## config.mk

```make
export PLATFORM = sky130hd
export DESIGN_NAME = mem_stage_lsu
export DESIGN_NICKNAME = d
export VERILOG_FILES = /design/src/rtl/mem_stage_lsu.sv
export SDC_FILE = /design/constraint.sdc
export NUM_CORES = 1
export LEC_CHECK = 0
export ABC_AREA = 1
export CAP_MARGIN = 20
export CORE_UTILIZATION = 40
export DETAILED_ROUTE_END_ITERATION = 10
export GPL_ROUTABILITY_DRIVEN = 1
export PLACE_DENSITY = 0.81
export REMOVE_ABC_BUFFERS = 1
export SKIP_LAST_GASP = 1
export SLEW_MARGIN = 10
export SYNTH_ARGS = -nofsm -noshare
export SYNTH_HDL_FRONTEND = slang
export SYNTH_SLANG_ARGS = --single-unit
export TNS_END_PERCENT = 5
```

## constraint.sdc

```tcl
create_clock -name i_clk -period 1.5 [get_ports i_clk]
set_input_delay 0.15 -clock i_clk [delete_from_list [all_inputs] [get_ports i_clk]]
set_output_delay 0.15 -clock i_clk [all_outputs]
set_load 0.005 [all_outputs]
```

## src/rtl/mem_stage_lsu.sv

```systemverilog
// MEM-stage load/store unit: req/ack bus master with lane formatting.
// Optional LSU_MISALIGN_TRAP_EN traps misaligned H/W instead of aligning.
module mem_stage_lsu #(
  parameter int TIMEOUT_CYCLES = 255,
  parameter int CNT_W          = 8
) (
  input  logic        i_clk,
  input  logic        i_rst_n,
  input  logic        i_valid,
  input  logic        i_mem_rd,
  input  logic        i_mem_wr,
  input  logic [2:0]  i_funct3,
  input  logic [31:0] i_addr,
  input  logic [31:0] i_wdata,
  input  logic [4:0]  i_rd_addr,
  output logic        o_stall,
  output logic        o_bus_req,
  output logic        o_bus_we,
  output logic [31:0] o_bus_addr,
  output logic [3:0]  o_bus_be,
  output logic [31:0] o_bus_wdata,
  input  logic        i_bus_ack,
  input  logic [31:0] i_bus_rdata,
  output logic [31:0] o_ld_data,
  output logic        o_ld_valid,
  output logic [4:0]  o_ld_rd_addr,
  output logic        o_bus_err,
  output logic        o_misalign
);

  typedef enum logic [1:0] {
    IDLE,
    REQ,
    DONE
  } state_t;

  localparam logic [CNT_W-1:0] TO = CNT_W'(TIMEOUT_CYCLES);

  state_t state, state_nxt;

  logic [31:0] addr_q, wd_q, ld_q;
  logic [3:0]  be_q;
  logic [2:0]  f3_q;
  logic [4:0]  rd_q, ld_rd_q;
  logic        we_q;
  logic [CNT_W-1:0] cnt_q;

  logic        is_b, is_h;
  logic        accept, go, tmo;
  logic [31:0] eff_addr;
  logic [3:0]  be_nxt;
  logic [31:0] wd_nxt, ld_fmt;
  logic [7:0]  lb;
  logic [15:0] lh;

  assign is_b   = i_funct3[1:0] == 2'b00;
  assign is_h   = i_funct3[1:0] == 2'b01;
  assign accept = (state == IDLE) && i_valid
                  && (i_mem_rd || i_mem_wr);

`ifdef LSU_MISALIGN_TRAP_EN
  logic mis;
  assign mis = (is_h && i_addr[0])
             || (!is_b && !is_h && (i_addr[1:0] != 2'b00));
  assign go         = accept && !mis;
  assign o_misalign = accept && mis;
  assign eff_addr   = i_addr;
`else
  assign go         = accept;
  assign o_misalign = 1'b0;
  assign eff_addr   = {i_addr[31:2],
                       is_b ? i_addr[1:0] :
                       is_h ? {i_addr[1], 1'b0} : 2'b00};
`endif

  always_comb begin
    be_nxt = 4'b1111;
    wd_nxt = i_wdata;
    unique case (1'b1)
      is_b: begin
        be_nxt = 4'b0001 << eff_addr[1:0];
        wd_nxt = {4{i_wdata[7:0]}};
      end
      is_h: begin
        be_nxt = eff_addr[1] ? 4'b1100 : 4'b0011;
        wd_nxt = {2{i_wdata[15:0]}};
      end
      default: ;
    endcase
  end

  assign lb = i_bus_rdata[8*addr_q[1:0] +: 8];
  assign lh = addr_q[1] ? i_bus_rdata[31:16]
                        : i_bus_rdata[15:0];

  always_comb begin
    ld_fmt = i_bus_rdata;
    unique case (1'b1)
      f3_q[1:0] == 2'b00:
        ld_fmt = f3_q[2] ? {24'b0, lb}
                         : {{24{lb[7]}}, lb};
      f3_q[1:0] == 2'b01:
        ld_fmt = f3_q[2] ? {16'b0, lh}
                         : {{16{lh[15]}}, lh};
      default: ;
    endcase
  end

  assign tmo = (TIMEOUT_CYCLES != 0) && (cnt_q == TO);

  always_comb begin
    state_nxt  = state;
    o_stall    = 1'b0;
    o_bus_req  = 1'b0;
    o_bus_err  = 1'b0;
    o_ld_valid = 1'b0;
    unique case (state)
      IDLE: if (go) begin
        o_stall   = 1'b1;
        state_nxt = REQ;
      end
      REQ: begin
        o_stall = 1'b1;
        if (tmo) begin
          o_bus_err = 1'b1;
          state_nxt = DONE;
        end else begin
          o_bus_req = 1'b1;
          if (i_bus_ack) state_nxt = DONE;
        end
      end
      DONE: begin
        o_ld_valid = !we_q;
        state_nxt  = IDLE;
      end
      default: state_nxt = IDLE;
    endcase
  end

  always_ff @(posedge i_clk) begin
    if (!i_rst_n) begin
      state   <= IDLE;
      addr_q  <= '0;
      wd_q    <= '0;
      be_q    <= '0;
      f3_q    <= '0;
      rd_q    <= '0;
      we_q    <= 1'b0;
      cnt_q   <= '0;
      ld_q    <= '0;
      ld_rd_q <= '0;
    end else begin
      state <= state_nxt;
      if (state == IDLE && go) begin
        addr_q <= eff_addr;
        wd_q   <= wd_nxt;
        be_q   <= be_nxt;
        f3_q   <= i_funct3;
        rd_q   <= i_rd_addr;
        we_q   <= i_mem_wr;
        cnt_q  <= '0;
      end
      if (state == REQ) begin
        if (tmo || i_bus_ack) begin
          if (!we_q) begin
            ld_q    <= tmo ? 32'h0 : ld_fmt;
            ld_rd_q <= rd_q;
          end
        end else begin
          cnt_q <= cnt_q + CNT_W'(1);
        end
      end
    end
  end

  assign o_bus_we     = we_q;
  assign o_bus_addr   = {addr_q[31:2], 2'b00};
  assign o_bus_be     = be_q;
  assign o_bus_wdata  = wd_q;
  assign o_ld_data    = ld_q;
  assign o_ld_rd_addr = ld_rd_q;

endmodule
```

==> key figures, run 1 <==
Clocking
  – Worst-path clk slew: 0.06 ns
  – CTS Buf Count: 17
  – Clk Latency, worst-skew pair: 0.41 ns
  – # clock sinks: 124
  – CTS tree: yes
  – Max H-tree Level: 4
  – Longest Clk Path Bufs: 2
  – Clk root buf: clkbuf_16
  – Hold buffers post-CTS: 0

STA
  – Final Hold Viols: 0
  – Fin Hold WS: 0.285 ns
  – Finish-stage setup viols: 3
  – Period utilisation layout: 102%
  – Setup Skew: 0.00558 ns
  – FMAX: 655 MHz
  – Setup ws final: -0.0272 ns
  – Slew margin rel.: 49.3%
  – Final Max Tran Viols: 0
  – Final TNS setup: -0.0524 ns
  – Worst slew pin tran: 0.761 ns
  – RSZ-0062 raised after global routing: true
  – Final min period: 1.53 ns

Power and ir drop
  – Worst vdd ir: 959 µV
  – Leak: 0.00350 µW
  – P per Cell Area: 1090 mW/mm²
  – Power Total: 9650 µW

Cells and area
  – Fin util: 63.4%
  – # diodes: 0
  – Area Growth Syn to Fin: 53.7%
  – Final Net Count: 1111
  – Layout cells sized above 1: 15.3%
  – Fin cells: 1193

Yosys
  – Mapped Avg Cell Area: 7.26 µm²
  – XOR/XNOR Fraction of Synth Area: 0%
  – Area leader, netlist: dfxtp_1
  – Post-Synth Adder-Cell Area: 0.218%
  – Post-synth EDFFs: 0
  – Sequential fraction of the synthesis area: 43.2%
  – Synth Area in Compound Gates: 16.8%
  – Largest family of logic cells by synthesized area: simple AND/OR/NAND/NOR gates
  – YS warnings: 0
  – Post-Syn Instances: 792
  – Synth top area share: 43.2%
  – Simple-Gate Fraction of Synth Area: 29.0%
  – Ys async rst share: 0%
  – FF+latch count, synth: 124
  – Synth area leaders: dfxtp_1 43%, nand2_1 18%, a21oi_1 9.4%, buf_4 4.7%, o21ai_0 3.5%
  – Multiplexer area fraction after synthesis: 0%
  – Post-synth top flop: dfxtp_1
  – Unique cell type count in the Yosys netlist: 38
  – Mapped Area: 0.00575 mm²

Place
  – GPL Wtd Cong: 0.882
  – IO buf count: 217
  – Placed Cells: 1158
  – HPWL after DPL: 12900 µm

Run status
  – Run status: finished, violations left
  – Failing checks: setup timing

Routing
  – Routed wire per std cell: 14.8 µm
  – Via-per-instance ratio: 5.06
  – Drc violations: 0
  – First DRT Iteration DRCs: 365
  – Total wire length: 17700 µm
  – Total number of vias: 6032
  – DRT antenna net count: 0
  – DR pass1 iterations: 5

Global routing
  – Most crowded layer after global routing: met2
  – Grt ovf: 0
  – Met2 GRT Util: 41.1%
  – First-pass GRT wire length: 28200 µm
  – Vias in the first global route: 5849
  – Initial antenna violation count: 0
  – Pin count of the biggest net entering global routing: 61
  – Met1 Use GR: 27.7%
  – Total Routing Usage GR: 24.4%
  – Routing usage on met3: 9.69%

Critical path
  – Worst EP required: 1.35 ns
  – Startpoint types: register
  – Critical path class: reg -> out
  – Worst path arrival time: 1.38 ns
  – CP endpoint kind: output pin
  – Critical path fanouts, max: 3

Floorplan
  – Initial Util: 41.3%
  – Die Wd: 122 µm
  – Die area: 0.0149 mm²
  – Num ports: 221
  – # rows: 43
  – Core Box Area: 0.0139 mm²
  – Die Y: 122 µm

Run
  – Max_cap viols: 0

Min path
  – Worst hold path class: in -> reg
-- critical path, cell delays in order (launching register included) --
cell      delay (ns)
dfxtp_2         0.35
ha_4            0.15
nand2_4         0.06
nor3_4          0.17
a31oi_1         0.11
clkbuf_2        0.12
-- final timing paths --
path | to | slack, ns | start | depth (start not counted)
setup / recovery | o_bus_req | -0.03 | cnt_q[1] | 5
hold / removal | addr_q[16] | 0.28 | i_addr[16] | 3
setup reg to reg | o_ld_data[2] | 0.01 | f3_q[1] | 5
hold reg to reg | addr_q[21] | 0.46 | addr_q[21] | 2
-- synthesized netlist by cell type (5+ instances only) --
cell type / n
o21ai_0: 40
o21ai_1: 5
buf_2: 15
a21oi_2: 10
or2_2: 17
nand2_1: 281
buf_4: 36
nand2_4: 5
inv_1: 27
nand3_2: 12
a31oi_1: 5
clkbuf_1: 27
nand3_1: 32
nor2_1: 13
dfxtp_1: 124
a21oi_1: 108
-- cell usage in the layout, fill, tap and decap left out, drive strengths merged, types with 16 or more instances in the layout --
| master | synthesis | layout |
|---|---|---|
| a21oi | 118 | 118 |
| buf | 53 | 51 |
| clkbuf | 27 | 20 |
| clkdlybuf4s50 | 0 | 213 |
| dfxtp | 124 | 124 |
| inv | 34 | 35 |
| nand2 | 288 | 288 |
| nand3 | 45 | 45 |
| nor2 | 16 | 16 |
| o21ai | 45 | 45 |
| or2 | 18 | 18 |
-- what timing repair did --
action / CTS / global route
endpoints found under the setup margin: 13 / 44
resized for setup: 9 / 18
pin swaps: 3 / 8
buffers inserted: 1 / 2
endpoints found under the hold margin: 0 / 0
-- metal layers --
layer,part of all wire [%],wire [µm],vias to the layer above
met4,2.6,452,0
li1,-,-,2967
met5,0,0,-
met2,48,8440,273
met3,9.8,1740,40
met1,40,7040,2752
-- area by class of cell --
class	count	area, µm²
clock inverter	13	165
inverter	34	141
clock buffer	19	453
multi-input combinational	556	2710
tap	180	225
sequential	124	2490
timing repair buffer	267	2650
fill	1156	5100
-- flip-flops by register name, indices dropped and copies added, names as in the netlist --
| signal | flops |
|---|---|
| addr_q | 32 |
| o_bus_be | 4 |
| o_bus_we | 1 |
| o_ld_data | 32 |
| cnt_q | 8 |
| f3_q | 3 |
| rd_q | 5 |
| state | 2 |
| o_ld_rd_addr | 5 |
| o_bus_wdata | 32 |
-- power breakdown --
part           switching [µW]  internal (µW)  total (µW)
sequential                114           3490        3610
combinational             845            930        1780
clock                    1560           2710        4270
total                    2520           7130        9650
-- logic make-up (layout without fill, tap and decap cells) --
| kind of cell | after synthesis | count (layout) |
|---|---|---|
| compound gates | 178 | 178 |
| simple gates | 374 | 374 |
| fa+ha+maj | 1 | 1 |
| other cells | 1 | 3 |
| buf+inv | 114 | 333 |
| flops | 124 | 124 |
-- through the flow --
step / area, µm² / worst slack, ns
4_1_cts: 8780 / -0.221
5_1_grt: 8840 / -0.143
3_3_place_gp: 8140 / -0.117
2_1_floorplan: 5280 / -1.09
3_5_place_dp: 8140 / -0.182
6_report: 8840 / -0.0272
Note: power is estimated with default switching activity, not from simulation.
==> run 2: changes to the inputs <==
Settings changed: CORE_UTILIZATION 40 to 45, PLACE_DENSITY 0.81 to 0.86, TNS_END_PERCENT 5 to 20.
Clock period 1.5 ns to 1.9 ns, I/O delays scaled along.
==> run 2 against run 1 <==
The flow still finishes with violations (setup timing). Hold slack improved by 0.046 ns. Final area fell by 3.6%. Via count fell by 1.3%. Sequential power fell by 21%. Utilization rose by 6.3 points. Non-clock buffer count fell by 31. Combinational power fell by 26%. Critical path depth fell by 1. Clock skew rose by 0.0024 ns. First-iteration DRC count rose by 28%. Clock power fell by 17%. Register-to-register slack improved by 0.19 ns. Largest cell class unchanged. Largest power group unchanged.
==> key figures, run 2 (same netlist as run 1, synthesis figures left out) <==
STA
  – Final min period: 1.92 ns
  – Final Max Tran Viols: 0 (unchanged)
  – Slew margin rel.: 49.4% (+0.17 points)
  – Period utilisation layout: 101%
  – Final Hold Viols: 0 (unchanged)
  – Worst slew pin tran: 0.759 ns (-0.00261 ns)
  – Setup ws final: -0.0169 ns (+0.0103 ns)
  – Setup Skew: 0.00796 ns (+0.00239 ns)
  – FMAX: 522 MHz
  – RSZ-0062 raised after global routing: true
  – Finish-stage setup viols: 1 (-2)

Critical path
  – Worst EP required: 1.71 ns (+0.36 ns)
  – Worst path arrival time: 1.73 ns (+0.35 ns)
  – Crit-path cells: nor2_1 -> nand3_2 -> nand2_1 -> clkdlybuf4s50_1
  – Critical path's slowest cell: clkdlybuf4s50_1
  – Delay-heaviest family, CP: buffers and inverters
  – Slowest Stage Delay on Critical Path: 0.50 ns (+0.15 ns)
  – Buffer and inverter count on the worst path: 1 (unchanged)
  – CP endpoint kind: output pin
  – Startpoint types: register
  – Critical path fanouts, max: 8 (+5)
  – Critical path class: reg -> out

Power and ir drop
  – Worst vdd ir: 656 µV (-32%)
  – Int Pwr: 5790 µW (-19%)
  – P per Cell Area: 905 mW/mm² (-17%)
  – Leak: 0.00332 µW (-5.3%)
  – P_sw: 1910 µW (-24%)
  – Clock power share: 45.9% (+1.7 points)
  – Combinational share of power: 17.2% (-1.2 points)
  – Power Total: 7710 µW (-20%)
  – Sw Share: 24.8% (-1.3 points)
  – Sequential power share: 36.9% (-0.5 points)

Routing
  – First DRT Iteration DRCs: 469 (+28%)
  – Total wire length: 17600 µm (-0.68%)
  – Drc violations: 0 (unchanged)
  – DRT antenna net count: 0 (unchanged)
  – Via-per-instance ratio: 5.18 (+2.4%)
  – Routed wire per std cell: 15.3 µm (+3.0%)
  – DR pass1 iterations: 7 (+2)
  – Total number of vias: 5953 (-1.3%)

Cells and area
  – Footprint of the multi-input gates: 0.00266 mm² (-1.8%)
  – Fillcell total: 1014 (-12%)
  – Storage element area: 0.00248 mm² (-0.20%)
  – Final Net Count: 1080 (-2.8%)
  – Most common cell after layout, fill and taps aside: nand2_1
  – Commonest non-fill, non-tap cells in the layout: 280 x nand2_1, 215 x clkdlybuf4s50_1, 124 x dfxtp_1, 108 x a21oi_1, 40 x o21ai_0
  – Fin util: 69.7% (+6.3 points)
  – Layout cells sized above 1: 11.4% (-3.9 points)
  – Area Growth Syn to Fin: 48.1%
  – # diodes: 0 (unchanged)

Floorplan
  – Core Box Area: 0.0122 mm² (-12%)
  – Die Y: 115 µm (-5.6%)
  – Die Wd: 115 µm (-5.6%)
  – Initial Util: 47.1% (+5.8 points)
  – Die area: 0.0132 mm² (-11%)
  – # rows: 40 (-7.0%)
  – Num ports: 221 (unchanged)

Clocking
  – CTS tree: yes
  – # clock sinks: 124 (unchanged)
  – Clk root buf: clkbuf_16
  – Max H-tree Level: 4 (unchanged)
  – Clk Latency, worst-skew pair: 0.41 ns (about the same)
  – CTS Buf Count: 17 (unchanged)
  – Longest Clk Path Bufs: 2 (unchanged)
  – Worst-path clk slew: 0.06 ns (about the same)

Run status
  – Failing checks: setup timing
  – Run status: finished, violations left

Global routing
  – Grt ovf: 0 (unchanged)
  – Initial antenna violation count: 0 (unchanged)
  – Pin count of the biggest net entering global routing: 52 (-15%)
  – Total Routing Usage GR: 26.9% (+2.5 points)
  – Vias in the first global route: 5723 (-2.2%)
  – First-pass GRT wire length: 27500 µm (-2.7%)

Place
  – HPWL after DPL: 12300 µm (-4.6%)
  – GPL Wtd Cong: 0.823 (-6.7%)
  – IO buf count: 217 (unchanged)

Min path
  – Worst hold path class: in -> reg

Run
  – Max_cap viols: 0 (unchanged)
## run 2: path summary, 6_finish.rpt
check        cells past startpoint            start              end  slack, ns
min reg2reg                      2  o_ld_rd_addr[1]  o_ld_rd_addr[1]       0.46
max reg2reg                      9          f3_q[1]    o_ld_data[20]       0.20
max                              4         state[0]          o_stall      -0.02
min                              3       i_addr[23]       addr_q[23]       0.33
## run 2: final cells by class
cell class	count	share of cell area (%)
multi-input combinational	556	31.3
sequential	124	29.1
timing repair buffer	236	27.8
clock buffer	22	5.80
tap	168	2.47
clock inverter	10	1.87
inverter	34	1.66
## run 2: power by group through the flow
stage	Sequential [µW]	Combinational, µW	Clock, µW
after global routing	2860	1440	3720
after floorplan	2910	538	0
after global placement	2890	1300	0
after CTS	2840	1330	3590
final	2850	1320	3540
after detailed placement	2900	1320	0
## run 2: metal layers
layer | routed length [µm] | share of wire [%] | track usage [%] | vias to the layer above
li1 | - | - | - | 2901
met1 | 6960 | 40 | 29.8 | 2709
met2 | 8180 | 47 | 44.3 | 286
met3 | 1740 | 9.9 | 10.3 | 57
met4 | 673 | 3.8 | 15.4 | 0
met5 | 0 | 0 | 0 | -
## run 2: worst register-to-register path: cells and delay by family (launching register included)
kind | cells | cell delay (ns)
and+or+nand+nor | 7 | 0.86
DFF | 1 | 0.54
buffers and inverters | 1 | 0.12
AOI/OAI and AO/OA | 1 | 0.07
## run 2: repair_timing
action	4_1_cts	5_1_grt
hold endpoints to repair	0	0
setup endpoints to repair	3	3
resized for setup	2	2
buffers inserted	0	1
pin swaps	1	1
hold buffers	0	0
## run 2: per-stage QoR
step                      setup WS, ns  TNS, ns  area, µm²  hold slack [ns]  instances
after global placement           0.151        0       7850            0.445       1117
after CTS                       -0.165   -0.234       8500            0.316       1149
after detailed placement         0.111        0       7850            0.454       1117
after global routing            -0.172   -0.293       8520            0.325       1150
after floorplan                 -0.692   -37.24       5280            0.313        714
final                          -0.0169  -0.0169       8520            0.331       1150
==> run 3: changes to the inputs <==
Settings changed: CORE_UTILIZATION 45 to 43, CTS_CLUSTER_SIZE set to 8, DONT_BUFFER_PORTS set to 1, PLACE_DENSITY 0.86 to 0.62.
==> run 3 against run 2 <==
The flow now finishes without violations. Cell count decreased by 13%. Sequential share of layout area rose by 6.9 points. Global-route usage fell by 3.0 points. Die area rose by 4.6%. Critical path depth stayed put. Non-clock buffer count is 158 lower. Worst setup slack better by 0.17 ns. Count of clock-buffer cells in the layout is 3 higher. Sequential power is 1% higher. Clock skew down 0.0020 ns. Final area decreased by 19%. Critical path type is now in -> reg. Largest cell class unchanged.
==> key figures, run 3 (same netlist as run 1, synthesis figures left out) <==
Floorplan
  – Core Box Area: 0.0128 mm² (+5.0%)
  – # rows: 41 (+2.5%)
  – Initial Util: 44.8% (-2.3 points)
  – Die area: 0.0138 mm² (+4.6%)
  – Die Wd: 118 µm (+2.3%)
  – Num ports: 221 (unchanged)
  – Die Y: 118 µm (+2.3%)

Critical path
  – Critical path startpoint: i_funct3[1]
  – R2r worst-path depth: 9 (unchanged)
  – Slowest Stage Delay on Critical Path: 1.05 ns (+0.55 ns)
  – Reg2reg end: o_ld_data[20]
  – Crit-path cells: dlygate4sd3_1 -> a21oi_1 -> dlygate4sd3_1 -> a21oi_1
  – Flop-to-flop setup slack: 0.20 ns (about the same)
  – Critical path fanouts, max: 20 (+12)
  – Setup crit end: o_bus_wdata[24]
  – Worst EP required: 2.24 ns (+0.53 ns)
  – Delay-heaviest family, CP: buffers and inverters
  – Critical path class: in -> reg
  – Worst r2r src: addr_q[1]
  – Worst path arrival time: 2.08 ns (+0.35 ns)
  – Levels on crit path: 4 (unchanged)
  – Startpoint types: input port
  – Critical path's slowest cell: dlygate4sd3_1
  – Buffer and inverter count on the worst path: 2 (+1)
  – CP endpoint kind: register

Cells and area
  – Fillcell total: 1200 (+18%)
  – Storage element area: 0.00248 mm² (unchanged)
  – Fin cells: 996 (-13%)
  – Footprint of the multi-input gates: 0.00266 mm² (-0.28%)
  – Commonest non-fill, non-tap cells in the layout: 281 x nand2_1, 124 x dfxtp_1, 108 x a21oi_1, 66 x dlygate4sd3_1, 40 x o21ai_0
  – Final Net Count: 922 (-15%)
  – Most common cell after layout, fill and taps aside: nand2_1
  – Layout cells sized above 1: 11.8% (+0.37 points)
  – Area Growth Syn to Fin: 19.7%
  – # diodes: 0 (unchanged)

Run
  – Max_cap viols: 0 (unchanged)

Clocking
  – Clk Latency, worst-skew pair: 0.41 ns (about the same)
  – CTS Buf Count: 17 (unchanged)
  – Longest Clk Path Bufs: 2 (unchanged)
  – CTS tree: yes
  – Setup bufs post-CTS: 0 (unchanged)
  – # clock sinks: 124 (unchanged)
  – Post-cts sizing count: 0 (-2)
  – Clk root buf: clkbuf_16
  – Max H-tree Level: 4 (unchanged)
  – Hold buffers post-CTS: 66 (+66)
  – Worst-path clk slew: 0.05 ns (about the same)

Global routing
  – Vias in the first global route: 5319 (-7.1%)
  – Total Routing Usage GR: 24.0% (-3.0 points)
  – Pin count of the biggest net entering global routing: 81 (+56%)
  – Grt ovf: 0 (unchanged)
  – First-pass GRT wire length: 26500 µm (-3.4%)
  – Initial antenna violation count: 0 (unchanged)

STA
  – Period utilisation layout: 91.7% (-9.2 points)
  – Setup ws final: 0.158 ns (+0.175 ns)
  – Final Hold Viols: 0 (unchanged)
  – Setup Skew: 0.00593 ns (-0.00203 ns)
  – Finish-stage setup viols: 0 (-1)
  – Final TNS setup: 0 ns (+0.0169 ns)
  – Slew margin rel.: 27.7% (-22 points)
  – FMAX: 574 MHz (+10%)
  – Fin Hold WS: 0.0243 ns (-0.307 ns)
  – Final min period: 1.74 ns (-0.175 ns)
  – RSZ-0062 raised after global routing: false
  – Worst slew pin tran: 1.08 ns (+0.322 ns)
  – Final Max Tran Viols: 0 (unchanged)

Place
  – Worst slack at placement: 0.202 ns (+0.0909 ns)
  – HPWL after DPL: 10700 µm (-13%)
  – IO buf count: 0 (-100%)
  – GPL Wtd Cong: 0.901 (+9.4%)
  – Placed Cells: 898 (-20%)

Routing
  – First DRT Iteration DRCs: 437 (-6.8%)
  – Via-per-instance ratio: 5.37 (+3.7%)
  – Total number of vias: 5349 (-10%)
  – DRT antenna net count: 0 (unchanged)
  – Total wire length: 16800 µm (-4.3%)
  – Routed wire per std cell: 16.9 µm (+10%)
  – DR pass1 iterations: 5 (-2)
  – Drc violations: 0 (unchanged)

Min path
  – Worst hold path class: in -> reg
  – Beginning of the worst hold path: i_addr[1]

Power and ir drop
  – Power Total: 7010 µW (-9.0%)
  – Worst vdd ir: 564 µV (-14%)
  – Leak: 0.00270 µW (-19%)
  – P per Cell Area: 1020 mW/mm² (+13%)

Run status
  – Run status: complete, no violations
## run 3: cell types whose count changed in the layout (fill, tap and decap cells not counted), moves of 3 or more
| cell | change |
|---|---|
| clkdlybuf4s50_1 | -215 |
| dlygate4sd3_1 | +66 |
| buf_4 | -7 |
| clkbuf_1 | +6 |
| clkbuf_8 | -3 |
## run 3: cell type report
type | count | area share, %
Sequential cell | 124 | 36.1
Inverter | 34 | 2.04
Clock inverter | 7 | 1.64
Multi-Input combinational cell | 556 | 38.6
Clock buffer | 25 | 6.91
Tap cell | 172 | 3.13
Timing Repair Buffer | 78 | 11.6
## run 3: power by group
part | leakage, µW | switching, µW | internal (µW)
clock network | 0.000285 | 1110 | 2130
registers | 0.00101 | 130 | 2760
logic | 0.00140 | 544 | 339
total | 0.00270 | 1790 | 5220
## run 3: metrics by stage
step                utilization [%]  cell area [µm²]
floorplan                         -             5280
global placement               43.9             5630
detailed placement             43.9             5630
CTS                            53.7             6880
global route                   53.7             6880
finish                         53.7             6880
## run 3: routing by layer
metal  GRT usage, %  share of wire [%]  up-vias
met2           40.3                 47      292
li1               -                  -     2575
met4           11.9                3.0        0
met1           25.1                 38     2436
met3           11.0                 12       46
met5              0                  0        -
## run 3: worst min-delay path by stage
| stage | end | slack (ns) | cells after the start |
|---|---|---|---|
| 2_1_floorplan | cnt_q[4] | 0.31 | 2 |
| 3_3_place_gp | cnt_q[4] | 0.32 | 2 |
| 3_5_place_dp | cnt_q[4] | 0.33 | 2 |
| 4_1_cts | o_bus_wdata[20] | 0.007 | 3 |
| 5_1_grt | o_bus_be[3] | 0.04 | 2 |
| 6_report | o_bus_be[3] | 0.02 | 2 |
